### src/rtl/mdu_pkg.sv
// mdu_pkg: shared constants for the HI/LO divide controller.
// FSM state encoding, datapath width and the nominal divider latency
// (the latency is informational only; the controller waits for div_done).
package mdu_pkg;

  localparam int DW = 32;

  localparam logic [1:0] S_IDLE = 2'd0;
  localparam logic [1:0] S_BUSY = 2'd1;
  localparam logic [1:0] S_WB   = 2'd2;

  localparam int DIV_NOMINAL_LAT = 34;

endpackage

### src/rtl/hilo_reg.sv
// hilo_reg: architectural HI/LO register pair.
// A completing divide owns both registers on its write edge. It is the younger
// instruction, so it overrides any MTHI/MTLO write from WB on that same edge.
module hilo_reg #(
  parameter int DW = 32
) (
  input  logic          clk,
  input  logic          rst,
  input  logic          div_we,
  input  logic [DW-1:0] div_hi,
  input  logic [DW-1:0] div_lo,
  input  logic          wb_hi_we,
  input  logic          wb_lo_we,
  input  logic [DW-1:0] wb_wdata,
  output logic [DW-1:0] hi,
  output logic [DW-1:0] lo
);

  logic [DW-1:0] hi_r;
  logic [DW-1:0] lo_r;
  logic [DW-1:0] hi_next_s;
  logic [DW-1:0] lo_next_s;

  // Write-priority mux: divide result first, then WB moves, else hold
  always_comb begin
    hi_next_s = hi_r;
    lo_next_s = lo_r;
    if (div_we) begin
      hi_next_s = div_hi;
      lo_next_s = div_lo;
    end else begin
      if (wb_hi_we) begin
        hi_next_s = wb_wdata;
      end else begin
        hi_next_s = hi_r;
      end
      if (wb_lo_we) begin
        lo_next_s = wb_wdata;
      end else begin
        lo_next_s = lo_r;
      end
    end
  end

  // HI/LO storage, cleared by asynchronous reset
  always_ff @(posedge clk or negedge rst) begin
    if (!rst) begin
      hi_r <= {DW{1'b0}};
      lo_r <= {DW{1'b0}};
    end else begin
      hi_r <= hi_next_s;
      lo_r <= lo_next_s;
    end
  end

  assign hi = hi_r;
  assign lo = lo_r;

endmodule

### src/rtl/hilo_div_ctrl.sv
// hilo_div_ctrl: EX-stage controller for the iterative divider and owner of HI/LO.
// Latches DIV/DIVU operands, holds div_start high for the whole divide, stalls
// the pipeline until div_done, then writes quotient->LO and remainder->HI.
// A WB state always follows a divide so div_start is low for at least one cycle,
// which clears the divider's iteration counter before the next operation.
// Optional build macro: DIV_ZERO_BYPASS_EN -- a divisor of zero skips the
// divider entirely (IDLE -> WB) and leaves HI/LO untouched.
module hilo_div_ctrl #(
  parameter int DW = 32
) (
  input  logic          clk,
  input  logic          rst,
  input  logic          ex_div_valid,
  input  logic          ex_div_sign,
  input  logic [DW-1:0] ex_rs,
  input  logic [DW-1:0] ex_rt,
  input  logic          flush,
  input  logic          wb_hi_we,
  input  logic          wb_lo_we,
  input  logic [DW-1:0] wb_wdata,
  output logic          div_start,
  output logic          div_sign,
  output logic [DW-1:0] div_a,
  output logic [DW-1:0] div_b,
  input  logic [DW-1:0] div_quotient,
  input  logic [DW-1:0] div_remainder,
  input  logic          div_done,
  output logic          stall_o,
  output logic [DW-1:0] hi_o,
  output logic [DW-1:0] lo_o
);

  import mdu_pkg::*;

  logic [1:0]    state_r;
  logic [1:0]    next_state_s;
  logic [DW-1:0] opa_r;
  logic [DW-1:0] opb_r;
  logic          sign_r;
  logic          start_r;
  logic          issue_s;
  logic          load_ops_s;
  logic          div_we_s;
  logic          stall_s;
  logic          start_next_s;

  assign issue_s = ex_div_valid && !flush;

  // FSM state register
  always_ff @(posedge clk or negedge rst) begin
    if (!rst) begin
      state_r <= S_IDLE;
    end else begin
      state_r <= next_state_s;
    end
  end

  // FSM next-state: flush beats div_done in BUSY; WB always returns to IDLE
  always_comb begin
    next_state_s = state_r;
    case (state_r)
      S_IDLE: begin
        if (issue_s) begin
`ifdef DIV_ZERO_BYPASS_EN
          if (ex_rt == {DW{1'b0}}) begin
            next_state_s = S_WB;
          end else begin
            next_state_s = S_BUSY;
          end
`else
          next_state_s = S_BUSY;
`endif
        end else begin
          next_state_s = S_IDLE;
        end
      end
      S_BUSY: begin
        if (flush) begin
          next_state_s = S_IDLE;
        end else if (div_done) begin
          next_state_s = S_WB;
        end else begin
          next_state_s = S_BUSY;
        end
      end
      S_WB: begin
        next_state_s = S_IDLE;
      end
      default: begin
        next_state_s = S_IDLE;
      end
    endcase
  end

  // FSM outputs: stall, operand load, HI/LO write strobe, next div_start
  always_comb begin
    stall_s      = 1'b0;
    load_ops_s   = 1'b0;
    div_we_s     = 1'b0;
    start_next_s = (next_state_s == S_BUSY);
    case (state_r)
      S_IDLE: begin
        stall_s    = issue_s;
        load_ops_s = (next_state_s == S_BUSY);
      end
      S_BUSY: begin
        stall_s  = 1'b1;
        div_we_s = div_done && !flush;
      end
      S_WB: begin
        stall_s  = 1'b0;
        div_we_s = 1'b0;
      end
      default: begin
        stall_s  = 1'b0;
        div_we_s = 1'b0;
      end
    endcase
  end

  // Operand latch: captured on issue and held steady for the whole divide
  always_ff @(posedge clk or negedge rst) begin
    if (!rst) begin
      opa_r  <= {DW{1'b0}};
      opb_r  <= {DW{1'b0}};
      sign_r <= 1'b0;
    end else if (load_ops_s) begin
      opa_r  <= ex_rs;
      opb_r  <= ex_rt;
      sign_r <= ex_div_sign;
    end else begin
      opa_r  <= opa_r;
      opb_r  <= opb_r;
      sign_r <= sign_r;
    end
  end

  // Registered divider start, high exactly while the FSM is in BUSY
  always_ff @(posedge clk or negedge rst) begin
    if (!rst) begin
      start_r <= 1'b0;
    end else begin
      start_r <= start_next_s;
    end
  end

  hilo_reg #(
    .DW (DW)
  ) u_hilo_reg (
    .clk      (clk),
    .rst      (rst),
    .div_we   (div_we_s),
    .div_hi   (div_remainder),
    .div_lo   (div_quotient),
    .wb_hi_we (wb_hi_we),
    .wb_lo_we (wb_lo_we),
    .wb_wdata (wb_wdata),
    .hi       (hi_o),
    .lo       (lo_o)
  );

  assign div_start = start_r;
  assign div_sign  = sign_r;
  assign div_a     = opa_r;
  assign div_b     = opb_r;
  assign stall_o   = stall_s;

endmodule

### config.mk
export PLATFORM = sky130hd
export DESIGN_NAME = hilo_div_ctrl
export DESIGN_NICKNAME = d
export VERILOG_FILES = /design/src/rtl/mdu_pkg.sv /design/src/rtl/hilo_reg.sv /design/src/rtl/hilo_div_ctrl.sv
export SDC_FILE = /design/constraint.sdc
export NUM_CORES = 1
export LEC_CHECK = 0
export BUFFER_PORTS_ARGS = -buffer_cell sky130_fd_sc_hd__buf_2
export CAP_MARGIN = 25
export CORE_UTILIZATION = 40
export CTS_CLUSTER_DIAMETER = 150
export CTS_CLUSTER_SIZE = 24
export DETAILED_ROUTE_END_ITERATION = 10
export GPL_ROUTABILITY_DRIVEN = 0
export PLACE_DENSITY_LB_ADDON = 0.25
export SKIP_CTS_REPAIR_TIMING = 1
export SLEW_MARGIN = 25
export SYNTH_ARGS = -nofsm -noshare
export SYNTH_HDL_FRONTEND = slang
export SYNTH_HIERARCHICAL = 1
export SYNTH_SLANG_ARGS = --single-unit
### constraint.sdc
create_clock -name clk -period 3.5 [get_ports clk]
set_input_delay 0.7 -clock clk [delete_from_list [all_inputs] [get_ports clk]]
set_output_delay 0.7 -clock clk [all_outputs]
set_load 0.05 [all_outputs]
-- Yosys cells after proc, flatten, opt, wreduce, memory -nomap -nowiden
Cells that the tools add are included.
- register bits after elaboration: 132
- latch bits: 0
- memory bits (writable): 0
- ROM bits: 0
- bits of input ports: 168
- output and inout bits: 131
- logic and storage cells: 26
- memories: 0
- add/subtract/negate cells: 0
- $mul: 0
- divide/modulo/power cells: 0
- $lt $le $gt $ge: 0
- eq/ne operators: 2
- shift-type cells: 0
- mux-type cells: 11
- bitwise gates (word level): 0
- reduce and logical (&&, ||, !) cells: 6
- operators with widths (cell ; count):
    $mux 32 ; 4
    $eq 2x1->1 const B ; 2
    $mux 2 ; 2
    $pmux 2 s2 ; 1
    $reduce_bool 2->1 ; 2
    $mux 1 ; 3
    $logic_and 1x1->1 ; 2
    $logic_not 2->1 ; 1
    $pmux 1 s2 ; 1
    $logic_not 1->1 ; 1

-- Longest topological paths before layout
Gate-level depths: netlist (run 1).
- depth in word-level cells: 6
- depth in mapped cells: 6
- mapped depth without buffers: 4

-- Modules after synthesis
Netlist (run 1), hierarchy kept.
- modules (own cells, without submodules) (module ; times used ; cells an instance ; area an instance (um^2) ; seq. area each (um^2)):
    hilo_reg ; 1 ; 278 ; 3015.4 ; 1601.5
    hilo_div_ctrl ; 1 ; 151 ; 2592.5 ; 1701.6

-- Least setup slack after synthesis (run 1)
No wires, ideal clock.
- path kind: input to output
- start point: input flush
- end point: output stall_o
- arrival time: 1.609 ns
- data required time: 2.800 ns
- slack: 1.191 ns
- stages: 2
- path buffers: 0
- path through: nand2b_1 -> a21oi_1
- longest elaborated chain between the ends: 3
- ends and longest elaborated chain (what ; RTL line ; source):
    from (decl) ; hilo_div_ctrl.sv:17 ; input logic flush,
    $logic_not 1->1 ; hilo_div_ctrl.sv:47 ; assign issue_s = ex_div_valid && !flush;
    $logic_and 1x1->1 ; hilo_div_ctrl.sv:47 ;
    $pmux 1 s2 ; hilo_div_ctrl.sv:101 ; case (state_r)
    to (decl) ; hilo_div_ctrl.sv:28 ; output logic stall_o,
Every way passes these cells.

-- Worst setup path in the final report (run 1)
Ends and elaborated chain as after synthesis.

==> results of run 1 <==
path summary, 6_finish.rpt:
kind	start	endpoint	slack, ns
max	flush	stall_o	1.40
min	rst	u_hilo_reg/lo[20]	0.32
max reg2reg	state_r[1]	div_a[30]	1.82
min reg2reg	div_b[11]	div_b[11]	0.48
max in group asynchronous	rst	div_a[17]	2.39
min in group clk	div_b[11]	div_b[11]	0.48
layout make-up:
type / instances / area, um^2 / share of cell area (%)
clock buffers: 18 / 429 / 5.59
clock inverters: 14 / 115 / 1.50
inverters: 1 / 3.75 / 0.0489
multi-input cells: 267 / 2010 / 26.2
flip-flops and latches: 132 / 3300 / 43.0
well taps: 176 / 220 / 2.87
repair buffers: 303 / 1590 / 20.7
cell usage after synthesis (all sizes together):
| cell | number |
|---|---|
| mux2i | 64 |
| nor3 | 2 |
| nor4b | 1 |
| a21oi | 1 |
| inv | 1 |
| nand2b | 3 |
| o21ai | 64 |
| mux2 | 65 |
| buf | 29 |
| nand2 | 65 |
| dfrtp | 132 |
| a211oi | 2 |
placed cells by master, fill, tap and decap left out:
cell	n
clkinvlp_4	5
a211oi_1	2
o21ai_1	60
inv_1	1
clkbuf_1	1
clkbuf_16	17
mux2_2	15
nor4b_4	1
a21oi_1	1
buf_12	3
mux2i_1	64
o21ai_0	4
nor3_1	1
nand2b_1	3
nand2_1	65
buf_16	1
mux2_1	50
nor3_2	1
dfrtp_1	132
clkinv_4	2
buf_2	297
bufinv_16	1
clkinv_2	6
buf_4	2
power by group through the flow:
stage          clock (W)  sequential, W  combinational [W]
2_1_floorplan          0        0.00282           0.000302
4_1_cts          0.00166        0.00191            0.00166
5_1_grt          0.00172        0.00194            0.00173
3_5_place_dp           0        0.00193            0.00166
3_3_place_gp           0        0.00191            0.00164
6_report         0.00162        0.00191            0.00165
layer usage:
layer	GRT usage [%]	wire [um]	part of all wire [%]
met3	7.22	1280	8.9
met4	8.64	228	1.6
met2	35.7	7360	51
met5	0	0	0
met1	20.9	5470	38
logic make-up after synthesis:
family          share of synthesized area, %
flops                                   58.9
compound gates                          6.07
mux                                     24.5
simple gates                            5.13
buf+inv                                 5.42
state kept, by name, summed over array words and instances, names as in the netlist:
name           flops
div_start          1
div_sign           1
div_b             32
div_a             32
u_hilo_reg/hi     32
u_hilo_reg/lo     32
state_r            2
stage by stage:
step / hold slack (ns) / std cells
final: 0.321 / 911
after global routing: 0.357 / 911
after CTS: 0.332 / 910
after detailed placement: 0.470 / 878
after global placement: 0.463 / 878
after floorplan: 0.404 / 429
==> results.yml, run 1 <==
outcome:
  outcome: "complete, no violations"
power_and_ir_drop:
  combPwrFrac_pct: 31.9
  cellPowerDensity_nw_per_um2: 675
  ir_drop_mv: 0.452
  seqPwrFrac_pct: 36.9
  swShare_pct: 38.9
  clockPowerShare_pct: 31.3
  total_power_w: 0.00518
  leakagePower_nw: 3.84
  power.internal_w: 0.00316
  switchingPower_w: 0.00201
timing:
  hold_viol: 0
  min_period_ns: 2.10
  max_freq_mhz: 477
  clock_skew_ns: 0.00622
  post-route-period-util_pct: 59.9
  report.final.slew_viol_count: 0
  fin_setup_tns_ns: 0
  slew-limit-headroom_pct: 29.2
  tightest_slew_ns: 1.06
  setup_slack_ns: 1.40
  setup_violations: 0
  grt_setup_unrepaired: "false"
cts:
  cts_made_buffers: 17
  clk_path_buf_depth: 2
  cts_max_level: 4
  clockRootBuffer: "clkbuf_16"
  cts_tree: "done"
  clk_pin_slew_ns: 0.05
  worstSkewPairLatency_ns: 0.41
  numClockSinks: 132
run:
  cap_viol_max_count: 0
global_route:
  grt-ovfl-total: 0
  antenna_found_initial: 0
  grt_max_degree: 129
  grt.total_usage_pct: 19.9
  grt_first_pass_wirelength_mm: 22.1
  grt_pass1_vias: 4586
worst_setup_path:
  path_buf_inv: 2
  path_depth: 4
  r2r.worst_path.cells: 3
  crit_path_start_kind: "input pin"
  end_kind: "primary output"
  cp_slowest_cell: "buf_2"
  cpLargestDelayFamily: "buffers and inverters"
  cp.required_ns: 2.80
  cp_common_cell: "buf_2"
  critPathMaxFanout: 6
  criticalPathCategory: "in -> out"
  slowest_delay_ns: 0.27
  worstPathArrival_ns: 1.40
  crit_chain: "buf_2, nand2b_1, a21oi_1, buf_2"
place:
  place_ws_ns: 1.39
  dpl_cell_area_um2: 7100
  io_buffer_count: 298
  hpwl_mm: 10.5
floorplanning:
  io-pin-count: 299
  die_w_um: 120
  fp-row-count: 42
  start_util_pct: 41.7
  die_h_um: 120
  core-area_um2: 13500
  die_area_um2: 14500
synthesis:
  synthCells: 429
  yosysTopAreaCell: "dfrtp_1"
  ys_seq_elements: 132
  ys_types: 18
  ys.warnings.count: 6
  synthesis.nets: 597
  netlist_top_cells_area: "dfrtp_1 59%, mux2i_1 11%, mux2_1 10%"
  ys_seq_area_share_pct: 58.9
  avgSynthCellArea_um2: 13.1
  yosys.area.top_type_share_pct: 58.9
  synth_area_um2: 5610
cells_and_area:
  antenna_cells: 0
  syn2layout_area_growth_pct: 36.9
  drive_gt1_share_pct: 47.8
  layout.nets: 890
  fin_area_um2: 7670
  final_core_util_pct: 57.0
  fill_cells: 1152
detailed_routing:
  wl_per_cell_um: 15.7
  ant_nets: 0
  drt_pass1_iterations: 4
  via_count: 4400
  drtIter0Drc: 128
  drt_wl_total_mm: 14.3
  viasPerCell: 4.83
  drc: 0
hold_path:
  hold_path.class: "in -> async"
Note: power is estimated with default switching activity, not from simulation.
==> inputs of run 2 (changes only) <==
--- a/config.mk
+++ b/config.mk
@@ -5,6 +5,7 @@
 export SDC_FILE = /design/constraint.sdc
 export NUM_CORES = 1
 export LEC_CHECK = 0
+export ABC_AREA = 1
 export BUFFER_PORTS_ARGS = -buffer_cell sky130_fd_sc_hd__buf_2
 export CAP_MARGIN = 25
 export CORE_UTILIZATION = 40
==> constraint.sdc (replaced) <==
create_clock -name clk -period 1.9 [get_ports clk]
set_input_delay 0.38 -clock clk [delete_from_list [all_inputs] [get_ports clk]]
set_output_delay 0.38 -clock clk [all_outputs]
set_load 0.05 [all_outputs]
==> run 2 against run 1 <==
Effect of this change: first-iteration DRC count increased to 2.5 times the previous value; largest power group is now clock; critical path depth unchanged; synthesized cell count grew 51%; non-clock buffer count is 11 higher; clock-buffer cell count increased by 6; hold slack got worse by 0.15 ns; critical path type is now reg -> out; flip-flop and latch count stayed put; highest routed layer unchanged; die area fell by 0.35%; critical endpoint unchanged; worst setup slack lost 1.3 ns; sequential share of layout area decreased by 1.1 points; clock power grew 120%; power increased by 90%.
==> results.yml, run 2 <==
outcome:
  outcome: "complete, no violations"
hold_path:
  holdPathStages: 3
  hold_path.class: "in -> reg"
synthesis:
  ys_seq_elements: 132
  synthCells: 646
  avgSynthCellArea_um2: 8.65
  ys_seq_area_share_pct: 59.1
  yosys.area.top_type_share_pct: 59.1
  synth_area_um2: 5590
  ys_types: 16
  synthFlopType: "dfrtp_1"
  yosysTopAreaCell: "dfrtp_1"
  yosysMostFrequentCell: "nand2_1"
  netlist_top_cells_area: "dfrtp_1 59%, nand2_1 17%, nand3_1 17%"
  ys.warnings.count: 6
  yosys-top-cells-count: "260 x nand2_1, 193 x nand3_1, 132 x dfrtp_1"
  synth_edf_count: 0
  async_reset_ff_share_pct: 100
  synthesis.nets: 814
worst_setup_path:
  cp.required_ns: 1.52
  end_kind: "primary output"
  worstPathArrival_ns: 1.43
  critPathMaxFanout: 11
  r2r.worst_path.cells: 6
  crit_path_start_kind: "register"
  criticalPathCategory: "reg -> out"
place:
  placed_cells_incl_taps: 1087
  dpl_cell_area_um2: 7230
  hpwl_mm: 11.7
  io_buffer_count: 298
cells_and_area:
  mostFrequentLayoutCells: "296 x buf_2, 260 x nand2_1, 193 x nand3_1, 132 x dfrtp_1, 17 x clkbuf_16"
  fill_cells: 1276
  final_common_cell: "buf_2"
  multi_input_area_um2: 2020
  regArea_um2: 3300
  drive_gt1_share_pct: 37.1
  syn2layout_area_growth_pct: 41.0
  layout.nets: 1099
  fin_area_um2: 7880
  stdcell_count: 1121
run:
  cap_viol_max_count: 0
detailed_routing:
  drtIter0Drc: 325
  routed-wl-met3_mm: 1.63
  viasPerCell: 4.89
  ant_nets: 0
  drt_wl_total_mm: 16.8
  met2_length_mm: 8.03
  top_layer_used: "met4"
  drc: 0
  drt_pass1_iterations: 4
  drt-met1-wl_mm: 6.95
  wl_per_cell_um: 15.0
  via_count: 5486
cts:
  worstSkewPairLatency_ns: 0.42
  clk_pin_slew_ns: 0.06
  numClockSinks: 132
  cts_max_level: 4
  clk_path_buf_depth: 2
  cts_tree: "done"
  clockRootBuffer: "clkbuf_16"
  cts_made_buffers: 17
timing:
  fin_setup_tns_ns: 0
  clock_skew_ns: 0.0116
  report.final.slew_viol_count: 0
  tightest_slew_ns: 0.783
  holdWs_ns: 0.174
  max_freq_mhz: 553
  setup_violations: 0
  hold_viol: 0
  slew-limit-headroom_pct: 47.8
  post-route-period-util_pct: 95.2
  min_period_ns: 1.81
  grt_setup_unrepaired: "false"
floorplanning:
  die_w_um: 120
  io-pin-count: 299
  fp-row-count: 42
  core-area_um2: 13500
  start_util_pct: 41.5
  die_h_um: 120
  die_area_um2: 14400
power_and_ir_drop:
  ir_drop_mv: 0.548
  cellPowerDensity_nw_per_um2: 1250
  total_power_w: 0.00985
  leakagePower_nw: 4.39
global_route:
  antenna_found_initial: 1
  grt_max_degree: 66
  grt.total_usage_pct: 23.8
  grt-ovfl-total: 0
  grt_pass1_vias: 5278
  grt_first_pass_wirelength_mm: 26.7
run 2: metal layers:
layer,GRT usage (%),vias up
met1,29.5,2536
met4,7.58,0
met3,8.25,16
met5,0,-
met2,38.8,251
li1,-,2683
run 2: final cells by class:
class | instances | share of cell area, %
flip-flops and latches | 132 | 41.9
well taps | 176 | 2.79
multi-input cells | 463 | 25.6
clock buffers | 24 | 6.24
inverters | 3 | 0.143
clock inverters | 8 | 1.86
diodes | 1 | 0.0318
repair buffers | 314 | 21.4
run 2: path summary, 6_finish.rpt:
check / start / to / slack, ns
max: state_r[1] / stall_o / 0.09
min: div_quotient[10] / u_hilo_reg/lo[10] / 0.17
max reg2reg: state_r[1] / u_hilo_reg/hi[28] / 0.21
min reg2reg: div_b[29] / div_b[29] / 0.46
max in group asynchronous: rst / div_sign / 0.83
min in group asynchronous: rst / u_hilo_reg/hi[30] / 0.44
run 2: cell families (layout without fill, tap and decap cells):
| logic type | count (synthesis) | in the layout | synth area share, % |
|---|---|---|---|
| compound gates | 2 | 2 | 0.179 |
| buf+inv | 51 | 349 | 5.11 |
| flops | 132 | 132 | 59.1 |
| other cells | 0 | 1 | 0 |
| simple gates | 461 | 461 | 35.6 |
run 2: critical path: stages (launching register included):
cell and delay, ns:
dfrtp_1 0.40, nor2_4 0.12, nand2_2 0.17, nand2_1 0.10, clkbuf_4 0.23
run 2: where the power goes:
| group | switching [W] | total [W] | leakage [nW] | internal (W) |
|---|---|---|---|---|
| Sequential | 0.000207 | 0.00344 | 1.63 | 0.00323 |
| Clock | 0.00117 | 0.00350 | 0.310 | 0.00233 |
| Combinational | 0.00225 | 0.00291 | 2.45 | 0.000660 |
| Total | 0.00363 | 0.00985 | 4.39 | 0.00623 |
run 2: per-stage QoR:
stage / util (%) / setup slack, ns
after floorplan: - / 0.316
after global placement: 53.7 / 0.173
after detailed placement: 53.7 / 0.133
after CTS: 58.5 / 0.0422
after global routing: 58.6 / 0.00640
final: 58.6 / 0.0912
